**src/rtl/decode_pipe.sv**
```systemverilog
// Registered RV32I decode stage: control decode, register file, immediate, load-use bubble and an ID/EX output register.
// Optional macro DECODE_WB_BYPASS_EN: forward same-cycle writeback data onto the read ports.

module control_unit (
  input  logic [6:0] opcode_i,
  input  logic [2:0] funct3_i,
  input  logic       alt_i,
  output logic       has_imm_o,
  output logic       alu_alt_o,
  output logic       rf_we_o,
  output logic       mem_we_o,
  output logic       mem2rf_o,
  output logic [2:0] alu_op_o
);
  localparam logic [6:0] OPC_OP    = 7'b0110011;
  localparam logic [6:0] OPC_IMM   = 7'b0010011;
  localparam logic [6:0] OPC_LOAD  = 7'b0000011;
  localparam logic [6:0] OPC_STORE = 7'b0100011;

  always_comb begin
    has_imm_o = 1'b0;
    alu_alt_o = 1'b0;
    rf_we_o   = 1'b0;
    mem_we_o  = 1'b0;
    mem2rf_o  = 1'b0;
    alu_op_o  = 3'd0;
    case (opcode_i)
      OPC_OP: begin
        rf_we_o   = 1'b1;
        alu_op_o  = funct3_i;
        alu_alt_o = alt_i;
      end
      OPC_IMM: begin
        rf_we_o   = 1'b1;
        has_imm_o = 1'b1;
        alu_op_o  = funct3_i;
        // only SRAI uses bit 30; for other immediates it is an immediate bit
        alu_alt_o = (funct3_i == 3'b101) && alt_i;
      end
      OPC_LOAD: begin
        rf_we_o   = 1'b1;
        has_imm_o = 1'b1;
        mem2rf_o  = 1'b1;
      end
      OPC_STORE: begin
        has_imm_o = 1'b1;
        mem_we_o  = 1'b1;
      end
      default: ;
    endcase
  end
endmodule

module decode_pipe #(
  parameter int XLEN    = 32,
  parameter int REG_CNT = 32,
  localparam int AW     = $clog2(REG_CNT)
) (
  input  logic            clk,
  input  logic            rst_n,
  input  logic            in_valid_i,
  output logic            in_ready_o,
  input  logic [31:0]     instr_i,
  input  logic            flush_i,
  input  logic            rf_we_i,
  input  logic [AW-1:0]   rf_waddr_i,
  input  logic [XLEN-1:0] rf_wdata_i,
  output logic            out_valid_o,
  input  logic            out_ready_i,
  output logic            has_imm_o,
  output logic            alu_alt_o,
  output logic            rf_we_o,
  output logic            mem_we_o,
  output logic            mem2rf_o,
  output logic [2:0]      alu_op_o,
  output logic [XLEN-1:0] imm_o,
  output logic [XLEN-1:0] rf_data0_o,
  output logic [XLEN-1:0] rf_data1_o,
  output logic [AW-1:0]   rf_waddr_o,
  output logic            stall_o
);
  typedef struct packed {
    logic            has_imm;
    logic            alu_alt;
    logic            rf_we;
    logic            mem_we;
    logic            mem2rf;
    logic [2:0]      alu_op;
    logic [XLEN-1:0] imm;
    logic [XLEN-1:0] d0;
    logic [XLEN-1:0] d1;
    logic [AW-1:0]   waddr;
  } idex_t;

  idex_t idex_q, idex_d;
  logic  out_valid_q;

  logic [REG_CNT-1:0][XLEN-1:0] rf_q;

  logic [AW-1:0]   rs0, rs1;
  logic [11:0]     imm12;
  logic [XLEN-1:0] rd0, rd1;
  logic            use_rs1, hazard, accept;

  control_unit u_ctrl (
    .opcode_i  (instr_i[6:0]),
    .funct3_i  (instr_i[14:12]),
    .alt_i     (instr_i[30]),
    .has_imm_o (idex_d.has_imm),
    .alu_alt_o (idex_d.alu_alt),
    .rf_we_o   (idex_d.rf_we),
    .mem_we_o  (idex_d.mem_we),
    .mem2rf_o  (idex_d.mem2rf),
    .alu_op_o  (idex_d.alu_op)
  );

  assign rs0   = instr_i[15 +: AW];
  assign rs1   = instr_i[20 +: AW];
  assign imm12 = idex_d.mem_we ? {instr_i[31:25], instr_i[11:7]} : instr_i[31:20];

  always_comb begin
    rd0 = rf_q[rs0];
    rd1 = rf_q[rs1];
`ifdef DECODE_WB_BYPASS_EN
    if (rf_we_i && (rf_waddr_i != '0) && (rf_waddr_i == rs0)) rd0 = rf_wdata_i;
    if (rf_we_i && (rf_waddr_i != '0) && (rf_waddr_i == rs1)) rd1 = rf_wdata_i;
`endif
    if (rs0 == '0) rd0 = '0;
    if (rs1 == '0) rd1 = '0;
  end

  assign idex_d.imm   = {{(XLEN-12){imm12[11]}}, imm12};
  assign idex_d.d0    = rd0;
  assign idex_d.d1    = rd1;
  assign idex_d.waddr = instr_i[7 +: AW];

  // Load in ID/EX whose rd feeds the incoming instruction: hold it back one cycle
  assign use_rs1 = !idex_d.has_imm || idex_d.mem_we;
  assign hazard  = in_valid_i && out_valid_q && idex_q.mem2rf && (idex_q.waddr != '0) &&
                   ((idex_q.waddr == rs0) || (use_rs1 && (idex_q.waddr == rs1)));

  assign in_ready_o = (!out_valid_q || out_ready_i) && !hazard && !flush_i;
  assign accept     = in_valid_i && in_ready_o;
  assign stall_o    = hazard;

  always_ff @(posedge clk or negedge rst_n) begin
    if (!rst_n) begin
      rf_q <= '0;
    end else if (rf_we_i && (rf_waddr_i != '0)) begin
      rf_q[rf_waddr_i] <= rf_wdata_i;
    end
  end

  always_ff @(posedge clk or negedge rst_n) begin
    if (!rst_n) begin
      out_valid_q <= 1'b0;
      idex_q      <= '0;
    end else if (flush_i) begin
      out_valid_q <= 1'b0;
    end else if (accept) begin
      out_valid_q <= 1'b1;
      idex_q      <= idex_d;
    end else if (out_ready_i) begin
      out_valid_q <= 1'b0;
    end
  end

  assign out_valid_o = out_valid_q;
  assign has_imm_o   = idex_q.has_imm;
  assign alu_alt_o   = idex_q.alu_alt;
  assign rf_we_o     = idex_q.rf_we;
  assign mem_we_o    = idex_q.mem_we;
  assign mem2rf_o    = idex_q.mem2rf;
  assign alu_op_o    = idex_q.alu_op;
  assign imm_o       = idex_q.imm;
  assign rf_data0_o  = idex_q.d0;
  assign rf_data1_o  = idex_q.d1;
  assign rf_waddr_o  = idex_q.waddr;
endmodule

```
**config.mk**
```make
export PLATFORM = sky130hd
export DESIGN_NAME = decode_pipe
export DESIGN_NICKNAME = d
export VERILOG_FILES = /design/src/rtl/decode_pipe.sv
export SDC_FILE = /design/constraint.sdc
export NUM_CORES = 2
export LEC_CHECK = 0
export BUFFER_PORTS_ARGS = -buffer_cell sky130_fd_sc_hd__buf_4
export CAP_MARGIN = 20
export CORE_MARGIN = 4
export CORE_UTILIZATION = 55
export CTS_BUF_LIST = sky130_fd_sc_hd__clkbuf_16
export DETAILED_ROUTE_END_ITERATION = 7
export GPL_TIMING_DRIVEN = 0
export PLACE_DENSITY = 0.73
export SLEW_MARGIN = 0
export SYNTH_ARGS = -nofsm -noshare
export SYNTH_HDL_FRONTEND = slang
export SYNTH_SLANG_ARGS = --single-unit
```
**constraint.sdc**
```tcl
create_clock -name clk -period 2.06 [get_ports clk]
set_input_delay 0.103 -clock clk [delete_from_list [all_inputs] [get_ports clk]]
set_output_delay 0.103 -clock clk [all_outputs]
set_load 0.1 [all_outputs]
```
## After elaboration in Yosys (flattened, before gate mapping)

Index checks and enable logic that the tools add are counted.

- Order comparisons: 4
- Equal/unequal tests: 7
- Mux-type cells: 19
- Bitwise gates (word level): 1
- Reductions and logical operators: 27

Operator list:

| operator | count |
|---|---|
| $bwmux 1024 | 1 |
| $bmux 32 s5 | 2 |
| $demux 32 s5 | 1 |
| $mux 32 | 5 |
| $lt 5x6->1 const B | 3 |
| $eq 7x6->1 const B | 2 |
| $logic_and 1x1->1 | 11 |
| $eq 5x5->1 | 2 |
| $logic_not 5->1 | 2 |
| $reduce_bool 5->1 | 2 |
| $eq 7x2->1 const B | 1 |
| $eq 7x5->1 const B | 1 |
| $mux 1 | 7 |
| $reduce_or 3->1 | 2 |
| $ge 5x1->1 const B | 1 |
| $mux 5 | 1 |
| $logic_not 1->1 | 4 |
| $eq 3x3->1 const B | 1 |
| $logic_or 1x1->1 | 3 |
| $mux 3 | 1 |
| $reduce_bool 3->1 | 1 |
| $pmux 1 s2 | 1 |
| $reduce_and 2->1 | 1 |
| $reduce_or 2->1 | 1 |
| $not 1->1 | 1 |

- Register bits after elaboration: 1,114
- Input port bits: 75
- Output and inout bits: 112
- Logic and storage cells: 101

## Depth between registers and ports, before layout

- Depth in word-level cells: 14
- Mapped depth: 10
- Gate-level depth less buffers: 6

## Hierarchy

A second synthesis with hierarchy kept.

- Cells, all modules: 4,228
- Area, all modules: 58,491.1 um^2

Modules (own cells, without submodules):

| module | times used | cells each | area each (um^2) | seq. area each (um^2) |
|---|---|---|---|---|
| decode_pipe | 1 | 4,213 | 58,391.0 | 27,876.7 |
| control_unit | 1 | 15 | 100.1 | 0.0 |

## Least setup slack after synthesis

OpenSTA, ideal clock, no wires.

- Path kind: register to output
- Start: register idex_q, in the netlist rf_waddr_o[1]
- End: output port in_ready_o
- Arrival: 2.750 ns
- Data required time: 1.957 ns
- Path slack: -0.793 ns
- Cell stages (with the launch flop): 7
- Path buffers: 2
- Cells stage by stage: dfrtp_1 -> or4_1 -> o2111ai_1 -> a21o_1 -> buf_6 -> buf_2 -> and2_1

- Cells in the longest elaborated chain, start to end: 7
- Elaborated cells between the ends (all ways): 10
- Classes of those cells: 2 x eq/ne; 8 x reduce/logical

RTL lines:

| what | RTL line | source |
|---|---|---|
| start: declaration | 95 | `idex_t idex_q, idex_d;` |
| start signal: assignment | 162 | `idex_q <= idex_d;` |
| $eq 5x5->1 | 140 | `((idex_q.waddr == rs0) \|\| (use_rs1 && (idex_q.waddr == rs1)));` |
| $logic_and 1x1->1 | 140 |  |
| $logic_or 1x1->1 | 140 |  |
| $logic_and 1x1->1 * | 139 | `assign hazard = in_valid_i && out_valid_q && idex_q.mem2rf && (idex_q.waddr != '0) &&` |
| $logic_not 1->1 * | 142 | `assign in_ready_o = (!out_valid_q \|\| out_ready_i) && !hazard && !flush_i;` |
| $logic_and 1x1->1 * (2 in series) | 142 |  |
| end: declaration | 62 | `output logic in_ready_o,` |

Every way passes the cells marked *; elsewhere a longest branch is shown, timed or not.

## Final worst setup path

- Start: register idex_q, in the netlist rf_waddr_o[2]
- End: output port in_ready_o

Same word-level chain as after synthesis.

==> metrics <==
Fin Setup TNS=-29400 ps; Post-synth EDFFs=0; CTS tree=built; top_reg_cell synth=dfrtp_1; violated checks=negative hold slack, negative setup slack; Slew Viols, Final=0; DRC=0; first-pass GRT wire length=290000 um; clock skew=24.6 ps; via count=approximately 42000; clock transition at the registers of the reported paths=about 60 ps; Buffers on Ports=roughly 180; drt wl/cell=32.7 um; # IOs=187; drt total wl=a little over 200000 um; Crit Reg-Reg Endpoint=rf_data0_o[8]$_DFFE_PN0P_; cell area after synthesis=between 50000 and 60000 um^2; final cell count without fillers=slightly above 6000; largest net degree at the start of global routing=between 150 and 200; Post-Syn Instances=around 4300; initial antenna violation count=11; total grt overflow=0; critical path data required time=a little under 2000 ps; FFs w/ async S/R, synth=100%; die span in x=between 300 and 400 um; Synth Register Bits=between 1000 and 1500; worst setup margin=-595 ps; FF-to-FF path depth=8; CTS H-tree depth=3; Slew headroom=approximately 25%; reg2reg start=out_valid_o$_DFFE_PN0P_; Syn Nets=between 4000 and 5000; Starting Density=about 56%; CTS buffer count=120; Netlist cell types=55; Fmax=about 380 MHz; root buf cell=clkbuf_16; drt first pass iters=6; worst hold slack=-624 ps; placed cells=between 5000 and 6000; CTS sink count=roughly 1100; Critical Path Start Type=register; PD cells=998 nW/um^2; crit path to=in_ready_o; Layout area overhead=15.3%; final period utilization=129%; GRT Total Usage=35.5%; Crit. Startpoint=rf_waddr_o[2]$_DFFE_PN0P_; max-cap violations=0; # setup viols final=between 90 and 100; RSZ-0062 raised after global routing=yes; Avg Vias per Cell=6.86; fin nets=~4800; Tightest Pin Transition=1120 ps; Die ar.=about 110000 um^2; hpwl dp=approximately 150000 um; vias in the first global route=approximately 43000; CP endpoint kind=output port; VDD IR max=approximately 0.7 mV; fin util=between 60% and 70%; layout cell share with drive strength beyond 1=40.0%; HP Class=input port to asynchronous set/reset pin; Initial DRC Count=approximately 5200; crit path kind=register to output port; Final ANT Viol Nets=0; minimum clock period=about 2700 ps; crit-path max FO=4; WP data arrival=2550 ps; worst slack at placement=-1330 ps; Ys Warns=0; row cnt=between 100 and 150; worst skew pair latency=about 730 ps; Syn Area/Cell=about 14 um^2; Placed Area=62100 um^2; part of the Yosys area used for sequential elements=47.4%; CTS Buffer Depth=3; height of the die=335 um; P_leak=30.2 nW; Worst R2R Setup Slack=-380 ps; Fin. Hold Viols=between 300 and 400; core area=between 100000 and 150000 um^2; Final Cell Area=a little under 70000 um^2; Routability Congestion=~1.0; status=finished, violations left
flip-flops by register name, summed over array words and instances (netlist names), 3 cells and up:
| name | cells |
|---|---|
| rf_q | 1024 |
| rf_data0_o | 32 |
| rf_data1_o | 32 |
| imm_o | 12 |
| rf_waddr_o | 5 |
| alu_op_o | 3 |
cell usage in the layout (no fill, tap or decap), types with 7 or more instances in the layout:
master,n
mux2i_1,480
clkbuf_2,13
inv_1,64
o21ai_1,40
nand2_1,50
mux4_2,288
clkbuf_16,129
a221oi_2,12
o21ai_0,93
a21oi_1,80
nor2b_1,8
clkinvlp_4,7
bufinv_16,11
a21oi_2,29
mux2_1,81
buf_1,58
xor2_1,8
buf_6,38
buf_16,11
clkinv_2,25
dfrtp_1,1106
nand3_1,23
buf_12,21
nor2_1,114
buf_2,85
clkinv_1,33
a22oi_1,61
mux2_2,931
o221ai_2,28
a221oi_1,235
buf_4,238
clkbuf_1,225
dlygate4sd3_1,60
nand3_2,9
worst min path at each step:
stage	from	end	slack, ps
after floorplan	rst_n	alu_alt_o$_DFFE_PN0P_	-190
after global placement	instr_i[25]	imm_o[5]$_DFFE_PN0P_	320
after detailed placement	rst_n	rf_q[794]$_DFFE_PN0P_	30
after CTS	rst_n	rf_q[857]$_DFFE_PN0P_	-630
after global routing	rst_n	rf_q[857]$_DFFE_PN0P_	-590
final	rst_n	rf_q[794]$_DFFE_PN0P_	-620
worst max-delay path, cell delays in order, from the launching register on:
cell       delay [ps]
dfrtp_4           470
or4_4             540
o2111ai_2         170
a21o_1            140
buf_6             110
buf_8             100
and2_4            140
buf_12            170
final cells by class:
cell class / instances / area, um^2
Inverter: 42 / 161
Fill cell: 7884 / 38000
Sequential cell: 1114 / 27900
Buffer: 485 / 2640
Multi-Input combinational cell: 2640 / 28700
Clock inverter: 102 / 741
Clock buffer: 125 / 3130
Timing Repair Buffer: 280 / 2750
Tap cell: 1391 / 1740
Antenna cell: 6 / 15.0
per-layer routing:
metal  vias up  global-route usage (%)  wire [um]
met4         8                    16.1      10500
met5         -                   0.936        190
met2      2474                    53.4      89600
met1     22137                    45.9      76900
met3       580                    13.4      25300
li1      17202                       -          -
stage by stage:
step | hold slack [ps] | total power [mW]
2_1_floorplan | -193 | 40.3
3_3_place_gp | 321 | 44.7
3_5_place_dp | 25.4 | 45.5
4_1_cts | -633 | 67.0
5_1_grt | -594 | 69.8
6_report | -624 | 67.6
where the power goes:
group | internal [mW] | leakage [nW] | total (mW) | switching (mW)
clock | 12.3 | 1.99 | 21.5 | 9.24
combinational | 7.49 | 13.9 | 16.8 | 9.29
sequential | 26.0 | 14.2 | 29.3 | 3.30
total | 45.8 | 30.2 | 67.6 | 21.8
cells in the mapped netlist, types with 8 or more instances:
cell type     n  area [um^2]
dfrtp_1    1114        27900
mux2_2      931        10500
mux2i_1     480         4800
mux4_2      288         6490
clkbuf_1    241          905
a221oi_1    238         2080
nor2_1      114          428
a21oi_1     101          505
o21ai_0      95          475
buf_2        89          445
mux2_1       81          912
buf_1        68          255
a22oi_1      61          458
buf_4        55          413
nand2_1      50          188
inv_1        41          154
o21ai_1      38          190
buf_6        34          383
nand3_1      34          170
o221ai_1     19          166
a21oi_2      10         87.6
o221ai_2     10          150
a221oi_2      9          135
nor2b_1       8         50.1
xor2_1        8         70.1
what timing repair did:
action / in CTS / in global routing
cloned: 4 / 4
resized for setup: 86 / 74
buffers inserted: 13 / 9
hold endpoints to repair: 455 / 242
pin swaps: 2 / 10
hold buffers: 59 / 3
setup endpoints to repair: 113 / 274
kinds of logic after synthesis:
logic type             after synthesis  synth area share [%]
multiplexers                      1780                  38.6
buffers and inverters              529                  4.35
flip-flops                        1114                  47.4
AND/OR/NAND/NOR                    249                  1.94
XOR/XNOR                            10                 0.149
AO/OA/AOI/OAI                      601                  7.52
(Power assumes the default switching activity.)
